--- src/rtl/csr_access_unit.sv ---
// Zicsr execute-stage sequencer: issues one access strobe to the CSR file, captures the old value, returns rd writeback.
// Latency: legal response 3 cycles after accept, illegal 1 cycle; rsp held until rsp_ready, no accept outside IDLE.
module csr_access_unit #(
  parameter int XLEN       = 32,
  parameter int CSR_ADDR_W = 12
) (
  input  logic                  clk,
  input  logic                  reset,
  input  logic                  req_valid,
  output logic                  req_ready,
  input  logic [2:0]            req_funct3,
  input  logic [CSR_ADDR_W-1:0] req_csr,
  input  logic [4:0]            req_rs1,
  input  logic [4:0]            req_rd,
  input  logic [XLEN-1:0]       req_rs1_value,
  output logic [2:0]            csr_operation,
  output logic [CSR_ADDR_W-1:0] csr_number,
  output logic [4:0]            csr_rs1,
  output logic [XLEN-1:0]       csr_input_value,
  output logic                  csr_write_enable,
  input  logic [XLEN-1:0]       csr_value,
  output logic                  rsp_valid,
  input  logic                  rsp_ready,
  output logic [4:0]            rsp_rd,
  output logic                  rsp_rd_we,
  output logic [XLEN-1:0]       rsp_value,
  output logic                  rsp_illegal
);

  typedef enum logic [1:0] {IDLE, ISSUE, WAIT, RESP} state_t;

  state_t                  state, state_next;
  logic                    accept;
  logic                    req_illegal;
  logic [2:0]              op_q;
  logic [CSR_ADDR_W-1:0]   num_q;
  logic [4:0]              rs1_q;
  logic [4:0]              rd_q;
  logic [XLEN-1:0]         operand_q;
  logic [XLEN-1:0]         value_q;
  logic                    illegal_q;

  assign accept = req_valid && req_ready;
  // funct3 low bits 00 are not CSR ops; top two address bits 11 are the read-only space
  assign req_illegal = (req_funct3[1:0] == 2'b00) ||
                       (req_csr[CSR_ADDR_W-1 -: 2] == 2'b11);

  always_ff @(posedge clk) begin
    if (reset) state <= IDLE;
    else       state <= state_next;
  end

  // Strobes are masked by reset so an abort mid-ISSUE never reaches the file
  always_comb begin
    state_next       = state;
    req_ready        = 1'b0;
    csr_write_enable = 1'b0;
    rsp_valid        = 1'b0;
    case (state)
      IDLE: begin
        req_ready = !reset;
        if (accept) state_next = req_illegal ? RESP : ISSUE;
      end
      ISSUE: begin
        csr_write_enable = !reset;
        state_next       = WAIT;
      end
      WAIT: state_next = RESP;
      RESP: begin
        rsp_valid = !reset;
        if (rsp_ready) state_next = IDLE;
      end
      default: state_next = IDLE;
    endcase
  end

  always_ff @(posedge clk) begin
    if (reset) begin
      op_q      <= '0;
      num_q     <= '0;
      rs1_q     <= '0;
      rd_q      <= '0;
      operand_q <= '0;
      value_q   <= '0;
      illegal_q <= 1'b0;
    end else if (accept) begin
      op_q      <= req_funct3;
      num_q     <= req_csr;
      rs1_q     <= req_rs1;
      rd_q      <= req_rd;
      operand_q <= req_funct3[2] ? {{(XLEN-5){1'b0}}, req_rs1} : req_rs1_value;
      value_q   <= '0;
      illegal_q <= req_illegal;
    end else if (state == WAIT) begin
      value_q   <= csr_value;
    end
  end

  assign csr_operation   = op_q;
  assign csr_number      = num_q;
  assign csr_rs1         = rs1_q;
  assign csr_input_value = operand_q;
  assign rsp_rd          = rd_q;
  assign rsp_value       = value_q;
  assign rsp_illegal     = illegal_q;
  assign rsp_rd_we       = !illegal_q && (rd_q != 5'd0);

endmodule

--- config.mk ---
export PLATFORM = sky130hd
export DESIGN_NAME = csr_access_unit
export DESIGN_NICKNAME = d
export VERILOG_FILES = /design/src/rtl/csr_access_unit.sv
export SDC_FILE = /design/constraint.sdc
export NUM_CORES = 1
export LEC_CHECK = 0
export ABC_AREA = 0
export CAP_MARGIN = 30
export CORE_MARGIN = 2
export CORE_UTILIZATION = 38
export DETAILED_ROUTE_END_ITERATION = 10
export PLACE_DENSITY_LB_ADDON = 0.05
export SYNTH_ARGS = -nofsm -noshare
export SYNTH_HDL_FRONTEND = slang
export SYNTH_SLANG_ARGS = --single-unit
--- constraint.sdc ---
create_clock -name clk -period 2.19 [get_ports clk]
set_input_delay 0.438 -clock clk [delete_from_list [all_inputs] [get_ports clk]]
set_output_delay 0.438 -clock clk [all_outputs]
set_load 0.03 [all_outputs]
==> results.yml <==
global_route:
  first_global_vias: 2697
  grt_pass1_wl_um: 13400
  globalRouteOverflowTotal: 0
  grt_max_degree: 33
  grt_usage_pct: 17.4
  antenna_found_initial: 0
routing:
  vias: 2766
  viasPerCell: 4.76
  met1Wirelength_um: 3640
  drt_pass1_iterations: 4
  dr_wl_met2_um: 3820
  top_layer: "met4"
  initialDrtViolationCount: 35
  wl_met3_um: 769
  ant_nets: 0
  routedWlPerCell_um: 14.4
  routed_wl_um: 8340
  drc: 0
layout:
  drive_above_1_share_pct: 6.30
  final_common_cell: "clkdlybuf4s50_1"
  final_cell_mix: "clkdlybuf4s50_1, dfxtp_1, a22o_1"
  n_antenna_cell: 0
  fillers: 692
  fin_util_pct: 65.9
  area.growth.synth_to_final_pct: 66.8
  nets: 569
  multi_input_area_um2: 1290
  regArea_um2: 1840
clock_tree:
  insertion_delay_ns: 0.34
  clk_path_buf_depth: 2
  cts_tree: "yes"
  clk_pin_slew_worst_paths_ns: 0.08
  postCtsSetupBuffers: 0
  cts_buffers: 9
  htree_num_levels: 3
  cts-hold-fix-buffers: 0
  root_buffer: "clkbuf_8"
  clkSinkCount: 92
  cts_resized: 0
critical_path:
  slowest_delay_ns: 0.34
  worstReg2RegStart: "state[1]$_SDFFE_PP0P_"
  required_ns: 1.75
  path_cells: "inv_1, ha_1, buf_4, nor2b_1, buf_4"
  cp_num_cells: 5
  worstPathBufferInverterCount: 3
  crit_path_end_kind: "output pin"
  cp.arrival_ns: 1.63
  reg2reg_depth: 6
  cp_max_fo: 7
  critical_path.slowest_cell: "dfxtp_1"
  start_kind: "flip-flop"
  crit_top_cell: "buf_4"
  timing.critical_path.from: "state[1]$_SDFFE_PP0P_"
  path_class: "reg -> out"
  path_delay_family: "buffers and inverters"
place:
  routabilityCongestion: 0.756
  dp_hpwl_um: 6130
  io_buffers: 186
synth:
  synth_warnings: 0
  seq_area_frac_synth_pct: 56.2
  syn-cell-area_um2: 3280
  avgSynthCellArea_um2: 11.4
  synth-seq-cells: 92
  synth_edf_count: 0
  syn_nets: 385
  ys.flop_type: "dfxtp_1"
  synth_cell_type_count: 26
  async_reset_ff_share_pct: 0
  synthCells: 287
die:
  die_w_um: 96.9
  num_io_pins: 187
  placementRows: 33
  dieArea_um2: 9380
  core-area_um2: 8300
  start_util_pct: 39.5
  die_h_um: 96.9
sta:
  rsz0062_at_grt: "false"
  slew_headroom_pct: 63.4
  fin_setup_tns_ns: 0
  finalHoldViolations: 0
  finalCritPeriodShare_pct: 94.5
  fin_skew_ns: 0.00514
  worst_slew_pin_slew_ns: 0.547
  setup_viol: 0
  maxSlewViolCount: 0
  final.min_clock_period_ns: 2.07
  max_freq_mhz: 483
flow_run:
  drv_cap: 0
worst_hold_path:
  hp-class: "reg -> reg"
  hold_path_depth: 2
  hp-start: "csr_operation[2]$_SDFFE_PP0P_"
outcome:
  status: "finished clean"
power_and_ir_drop:
  p_int_mw: 3.73
  power_frac_comb_pct: 40.0
  clkPwrFrac_pct: 23.2
  p_leak_nw: 2.06
  netSwitchingPower_mw: 1.91
  seq_power_share_pct: 36.8
  vdd_drop_max_v: 0.000469
  powerDensity_nw_per_um2: 1030
  switching_share_pct: 33.9
[registers in the layout, summed over array words and instances, names as in the netlist]
register and count:
rsp_rd 5, csr_operation 3, csr_rs1 5, state 2
csr_number 12, rsp_value 32, rsp_illegal 1, csr_input_value 32
[worst paths after layout]
path	slack [ns]	end
setup / recovery	0.12	req_ready
hold / removal	0.46	csr_operation[2]$_SDFFE_PP0P_
setup reg to reg	0.42	csr_input_value[5]$_SDFFE_PP0P_
hold reg to reg	0.46	csr_operation[2]$_SDFFE_PP0P_
[final cells by class]
class | count | area share [%]
Inverter | 2 | 0.137
Clock inverter | 5 | 1.83
Multi-Input combinational cell | 172 | 23.7
Tap cell | 105 | 2.40
Clock buffer | 11 | 2.40
Sequential cell | 92 | 33.7
Timing Repair Buffer | 194 | 35.8
[tightest hold or removal path, stage by stage, from the launching register on]
cell and delay, ns:
dfxtp_1 0.31, nand2_1 0.05, a21oi_1 0.05
[power by group through the flow]
stage	sequential [mW]	clock, mW	combinational, mW
after detailed placement	2.11	0	2.28
after CTS	2.08	1.35	2.28
after floorplan	2.57	0	0.907
final	2.08	1.31	2.26
after global placement	2.11	0	2.22
after global routing	2.11	1.42	2.40
[synthesized netlist by cell type, types with 2 or more instances]
cell / instances / area, um2
mux2i_1: 38 / 380
nand3b_1: 5 / 37.5
a21oi_1: 7 / 35.0
buf_2: 15 / 75.1
nor2b_1: 4 / 25.0
a21o_1: 2 / 15.0
buf_6: 5 / 56.3
dfxtp_1: 92 / 1840
inv_1: 2 / 7.51
nor2_1: 36 / 135
ha_1: 5 / 62.6
a22o_1: 46 / 403
nand2_1: 12 / 45.0
o21ai_0: 5 / 25.0
o2bb2ai_1: 2 / 17.5
[cells by family after synthesis]
kind of cell | share of synthesized area (%)
compound gates | 16.4
fa+ha+maj | 1.91
buf+inv | 4.35
flops | 56.2
mux | 11.6
simple gates | 9.55
[through the flow]
step	total power, mW	cells	setup slack [ns]	hold slack [ns]	cell area (um2)
2_1_floorplan	3.48	287	0.526	0.534	3280
3_3_place_gp	4.33	564	0.0409	0.444	5210
3_5_place_dp	4.39	565	0.0805	0.450	5240
4_1_cts	5.71	581	0.101	0.462	5470
5_1_grt	5.92	581	0.0154	0.477	5470
6_report	5.64	581	0.120	0.459	5470
[layer usage]
metal	GRT usage [%]	vias to the layer above
li1	-	1386
met1	21.3	1263
met2	27.3	109
met3	7.80	8
met4	5.63	0
met5	0	-
No activity file was read; power rests on OpenSTA's default activity.
==> variant 1: new RTL, same settings <==
`CSR_ADDR_W`: 12 -> 13.
--- a/src/rtl/csr_access_unit.sv
+++ b/src/rtl/csr_access_unit.sv
@@ -4,3 +4,3 @@
   parameter int XLEN       = 32,
-  parameter int CSR_ADDR_W = 12
+  parameter int CSR_ADDR_W = 13
 ) (
Interface: changed (resized csr_number and req_csr); port bits go from 187 to 189. No check against the original RTL was run, so the function may have changed too.
==> variant 1 against the unedited design <==
Synthesized cell count rose by 1.0%; via count is 2.5% higher; worst setup slack got worse by 20 ps; utilization is 2.2 points lower; die area grew 0.95%; non-clock buffer count is 5 higher; cell count rose by 1.7%; synthesized area grew 0.99%; power fell by 4.3%; first-iteration DRC count grew 86%; sequential cell count grew 1; final area about the same; routed wire length grew 3.0%; largest power group unchanged.
==> variant 1: results (changes against the unedited design) <==
metric;value;unit;change
status;completed;;
Worst path slowest cell;clkdlybuf4s50_1;;
Via density;4.80;;+0.76%
Reg2Reg Capture Point;csr_input_value[6];;
antenna cells;0;;unchanged
CTS root buffer;clkbuf_8;;
largest net degree at the start of global routing;37;;+12%
clk_lat worst skew;350;ps;
tightest hold margin;463;ps;+4.41 ps
fraction of layout cells with a size suffix above 1;7.04;%;+0.74 points
First-pass DRT Iterations;5;;+1
Total Wirelength;8.59;mm;+3.0%
routability cong.;0.790;;+4.5%
Worst Path Max Fanout;3;;-4
post-CTS sizing;0;;unchanged
Synth area leaders;dfxtp_1 56%, a22o_1 12%, mux2i_1 11%;;
non-filler instance count after layout;591;;+1.7%
vias in the first global route;2847;;+5.6%
synth unique cells;27;;+3.8%
Async S/R FF share, synth;0;%;unchanged
GRT Total Usage;18.3;%;+0.91 points
VDD IR-drop max;0.421;mV;-10%
Yosys warnings;0;;unchanged
Critical Path AT;1650;ps;+20 ps
post-synthesis average cell area;11.4;um^2;about the same
post-synthesis sequential area ratio;56.3;%;about the same
met1 Resource Use GR;23.0;%;+1.7 points
FF-to-FF path depth;6;;unchanged
Synth Net Count;389;;+1.0%
worst slew pin tran;630;ps;+82.6 ps
DP HPWL;6.31;mm;+3.0%
Clock transition at path regs;90;ps;
worst-case clock buffer depth;2;;unchanged
GR Util met2;28.2;%;+0.91 points
placed cell count;575;;+1.8%
Worst Hold End;csr_rs1[3];;
Top FF cell, synth;dfxtp_1;;
hold path start;csr_rs1[3];;
Synth top cells by count;93 x dfxtp_1, 47 x a22o_1, 38 x mux2i_1;;
CP max stage delay;710;ps;+370 ps
Setup Skew;9.78;ps;+4.63 ps
CTS buffer count;9;;unchanged
reg2reg start;state[0];;
number of DRC markers in iteration 0;65;;+86%
hold path depth;2;;unchanged
final hold vios;0;;unchanged
P_leak;0.00204;uW;-0.87%
flop-to-flop setup slack;410;ps;
Setup Buffers After CTS;0;;unchanged
H-Tree Depth;3;;unchanged
HP Class;flip-flop to flip-flop;;
initial antenna violation count;0;;unchanged
Port Buffers;188;;+1.1%
M3 GR Usage;7.55;%;-0.25 points
global-route wire length before repair;14.1;mm;+5.5%
Final #Nets;577;;+1.4%
## variant 1: cell count changes after synthesis, sizes merged
cell / before / now
dfxtp: 92 / 93
buf: 20 / 21
a22o: 46 / 47
## variant 1: layer usage
metal,vias to the layer above,part of all wire [%]
met1,1296,44
li1,1399,-
met5,-,0
met4,0,2.0
met3,16,9.2
met2,124,45
## variant 1: worst max-delay path, delay by kind of cell (launching register included)
family / cells / cell delay [ps]
buf+inv: 1 / 710
compound gates: 1 / 160
flops: 1 / 370
simple gates: 1 / 60
## variant 1: metrics by stage
| stage | worst slack [ps] | area (um^2) |
|---|---|---|
| after detailed placement | 131 | 5290 |
| after global placement | 3.40 | 5270 |
| after CTS | 98.1 | 5470 |
| after global routing | 40.9 | 5470 |
| after floorplan | 559 | 3310 |
| final | 99.8 | 5470 |
## variant 1: cell families (layout without fill, tap and decap cells)
| group | count (synthesis) | in the layout | synth area share (%) |
|---|---|---|---|
| multiplexers | 38 | 38 | 11.5 |
| adder cells (fa/ha/maj) | 5 | 5 | 1.89 |
| AO/OA/AOI/OAI | 67 | 67 | 16.1 |
| buffers and inverters | 24 | 217 | 5.03 |
| AND/OR/NAND/NOR | 63 | 63 | 9.19 |
| flip-flops | 93 | 93 | 56.3 |
## variant 1: worst max-delay path by stage
stage,start,endpoint,slack [ps],cells past startpoint
finish,rsp_rd[4],rsp_rd_we,100,3
floorplan,reset,req_ready,560,3
global placement,req_valid,csr_input_value[23],3,3
global route,state[0],req_ready,40,5
CTS,rsp_rd[2],rsp_rd_we,100,3
detailed placement,reset,csr_input_value[12],130,5
## variant 1: power by group
group | leakage, uW | switching (uW) | internal [uW]
clock network | 0.0000833 | 595 | 421
registers | 0.000757 | 148 | 1960
logic | 0.00120 | 1220 | 1050
## variant 1: layout make-up
cell class | count | area (um^2)
fillers | 740 | 3130
repair buffers | 199 | 1990
flip-flops and latches | 93 | 1860
multi-input cells | 173 | 1290
well taps | 108 | 135
clock buffers | 10 | 128
clock inverters | 6 | 46.3
inverters | 2 | 7.51
==> variant 2: new RTL, config.mk and constraints unchanged <==
Made on the original files. The 4 states of `state_t` get a Gray code encoding in 2 bits.
--- a/src/rtl/csr_access_unit.sv
+++ b/src/rtl/csr_access_unit.sv
@@ -29,3 +29,3 @@
 
-  typedef enum logic [1:0] {IDLE, ISSUE, WAIT, RESP} state_t;
+  typedef enum logic [1:0] {IDLE = 2'b00, ISSUE = 2'b01, WAIT = 2'b11, RESP = 2'b10} state_t;
 
Formal check against the unedited RTL: same outputs for any inputs over 10 cycles, from zero or initial values and one cycle with reset high; not proved beyond that.
==> variant 2 against the unedited design <==
Sequential share of layout area fell by 3.0 points; sequential cell count unchanged; global-route usage is 2.0 points higher; final area increased by 9.9%; worst setup slack better by 26 ps; maximum frequency increased by 1.3%; routed wire length up 28%; utilization is 4.4 points lower; die area grew 16%; synthesized area grew 17%; critical path type unchanged; highest routed layer unchanged.
Power is not compared: it rests on default switching activity, and its combinational part moved more than twofold at a synthesized area within 25%.
==> variant 2: results (changes against the unedited design) <==
metric;value;unit;change
status;completed;;
vias in the first global route;3346;;+24%
Worst slew margin;65.2;%;+1.8 points
GRT Total Usage;19.3;%;+2.0 points
DP HPWL;7.02;mm;+15%
placed cell area;5760;um^2;+10%
post-synthesis sequential area ratio;48.1;%;-8.1 points
Final #Nets;609;;+7.0%
Synth Net Count;446;;+16%
Worst Path Max Fanout;3;;-4
CP Launch Point;rsp_rd[0];;
hold path start;csr_input_value[4];;
Via density;5.23;;+9.9%
Post-Route M1 WL;4.68;mm;+28%
number of DRC markers in iteration 0;76;;+120%
largest net degree at the start of global routing;80;;+140%
routability cong.;0.735;;-2.8%
Met3 Wirelength;794;um;+3.3%
number of max-cap violations;0;;unchanged
Total Wirelength;10.6;mm;+28%
hold path depth;2;;unchanged
Synth area leaders;dfxtp_1 48%, a32o_1 12%, a21bo_2 8.4%;;
Critical Path AT;1610;ps;-20 ps
fraction of layout cells with a size suffix above 1;14.4;%;+8.1 points
WL met2;5.04;mm;+32%
Synth top cells by count;92 x dfxtp_1, 46 x a32o_1;;
global-route wire length before repair;17.3;mm;+30%
[variant 2: path summary, 6_finish.rpt]
path / slack [ps] / to
max reg2reg: 510 / csr_rs1[2]
max: 150 / rsp_rd_we
min: 480 / csr_input_value[4]
min reg2reg: 480 / csr_input_value[4]
[variant 2: report_power, final]
part           internal (uW)  switching, uW  total (uW)
Sequential              1770           52.2        1820
Combinational            459            519         978
Clock                    767            601        1370
Total                   2990           1170        4160
[variant 2: routing by layer]
| metal | up-vias | global-route usage [%] |
|---|---|---|
| li1 | 1657 | - |
| met1 | 1626 | 24.1 |
| met2 | 129 | 31.9 |
| met3 | 11 | 5.95 |
| met4 | 0 | 5.89 |
| met5 | - | 0 |
[variant 2: layout make-up]
| class | count | area [um^2] |
|---|---|---|
| multi-input combinational | 214 | 1760 |
| timing repair buffer | 196 | 1980 |
| clock buffer | 9 | 124 |
| fill | 850 | 3770 |
| sequential | 92 | 1840 |
| inverter | 3 | 11.3 |
| clock inverter | 7 | 121 |
| tap | 133 | 166 |
[variant 2: metrics by stage]
stage	setup WS (ps)	cells	util (%)	hold slack [ps]
after floorplan	109	353	-	564
after global placement	192	638	58.9	459
after detailed placement	175	638	58.9	467
after CTS	49.3	654	61.4	484
after global routing	62.2	654	61.4	522
final	146	654	61.4	481
[variant 2: worst max-delay path: stages, from the launching register on]
cell	delay, ps
dfxtp_1	370
nor3_1	70
a21oi_1	140
clkdlybuf4s50_1	680
[variant 2: logic make-up (layout without fill, tap and decap cells)]
group | count (synthesis) | after routing | synth area share (%)
compound gates | 114 | 114 | 27.5
simple gates | 83 | 83 | 13.2
mux | 17 | 17 | 5.10
flops | 92 | 92 | 48.1
buf+inv | 47 | 215 | 6.05
[variant 2: repair_timing]
item,CTS,global route
endpoints found under the setup margin,0,1
gates resized for setup,0,1
hold endpoints to repair,0,0
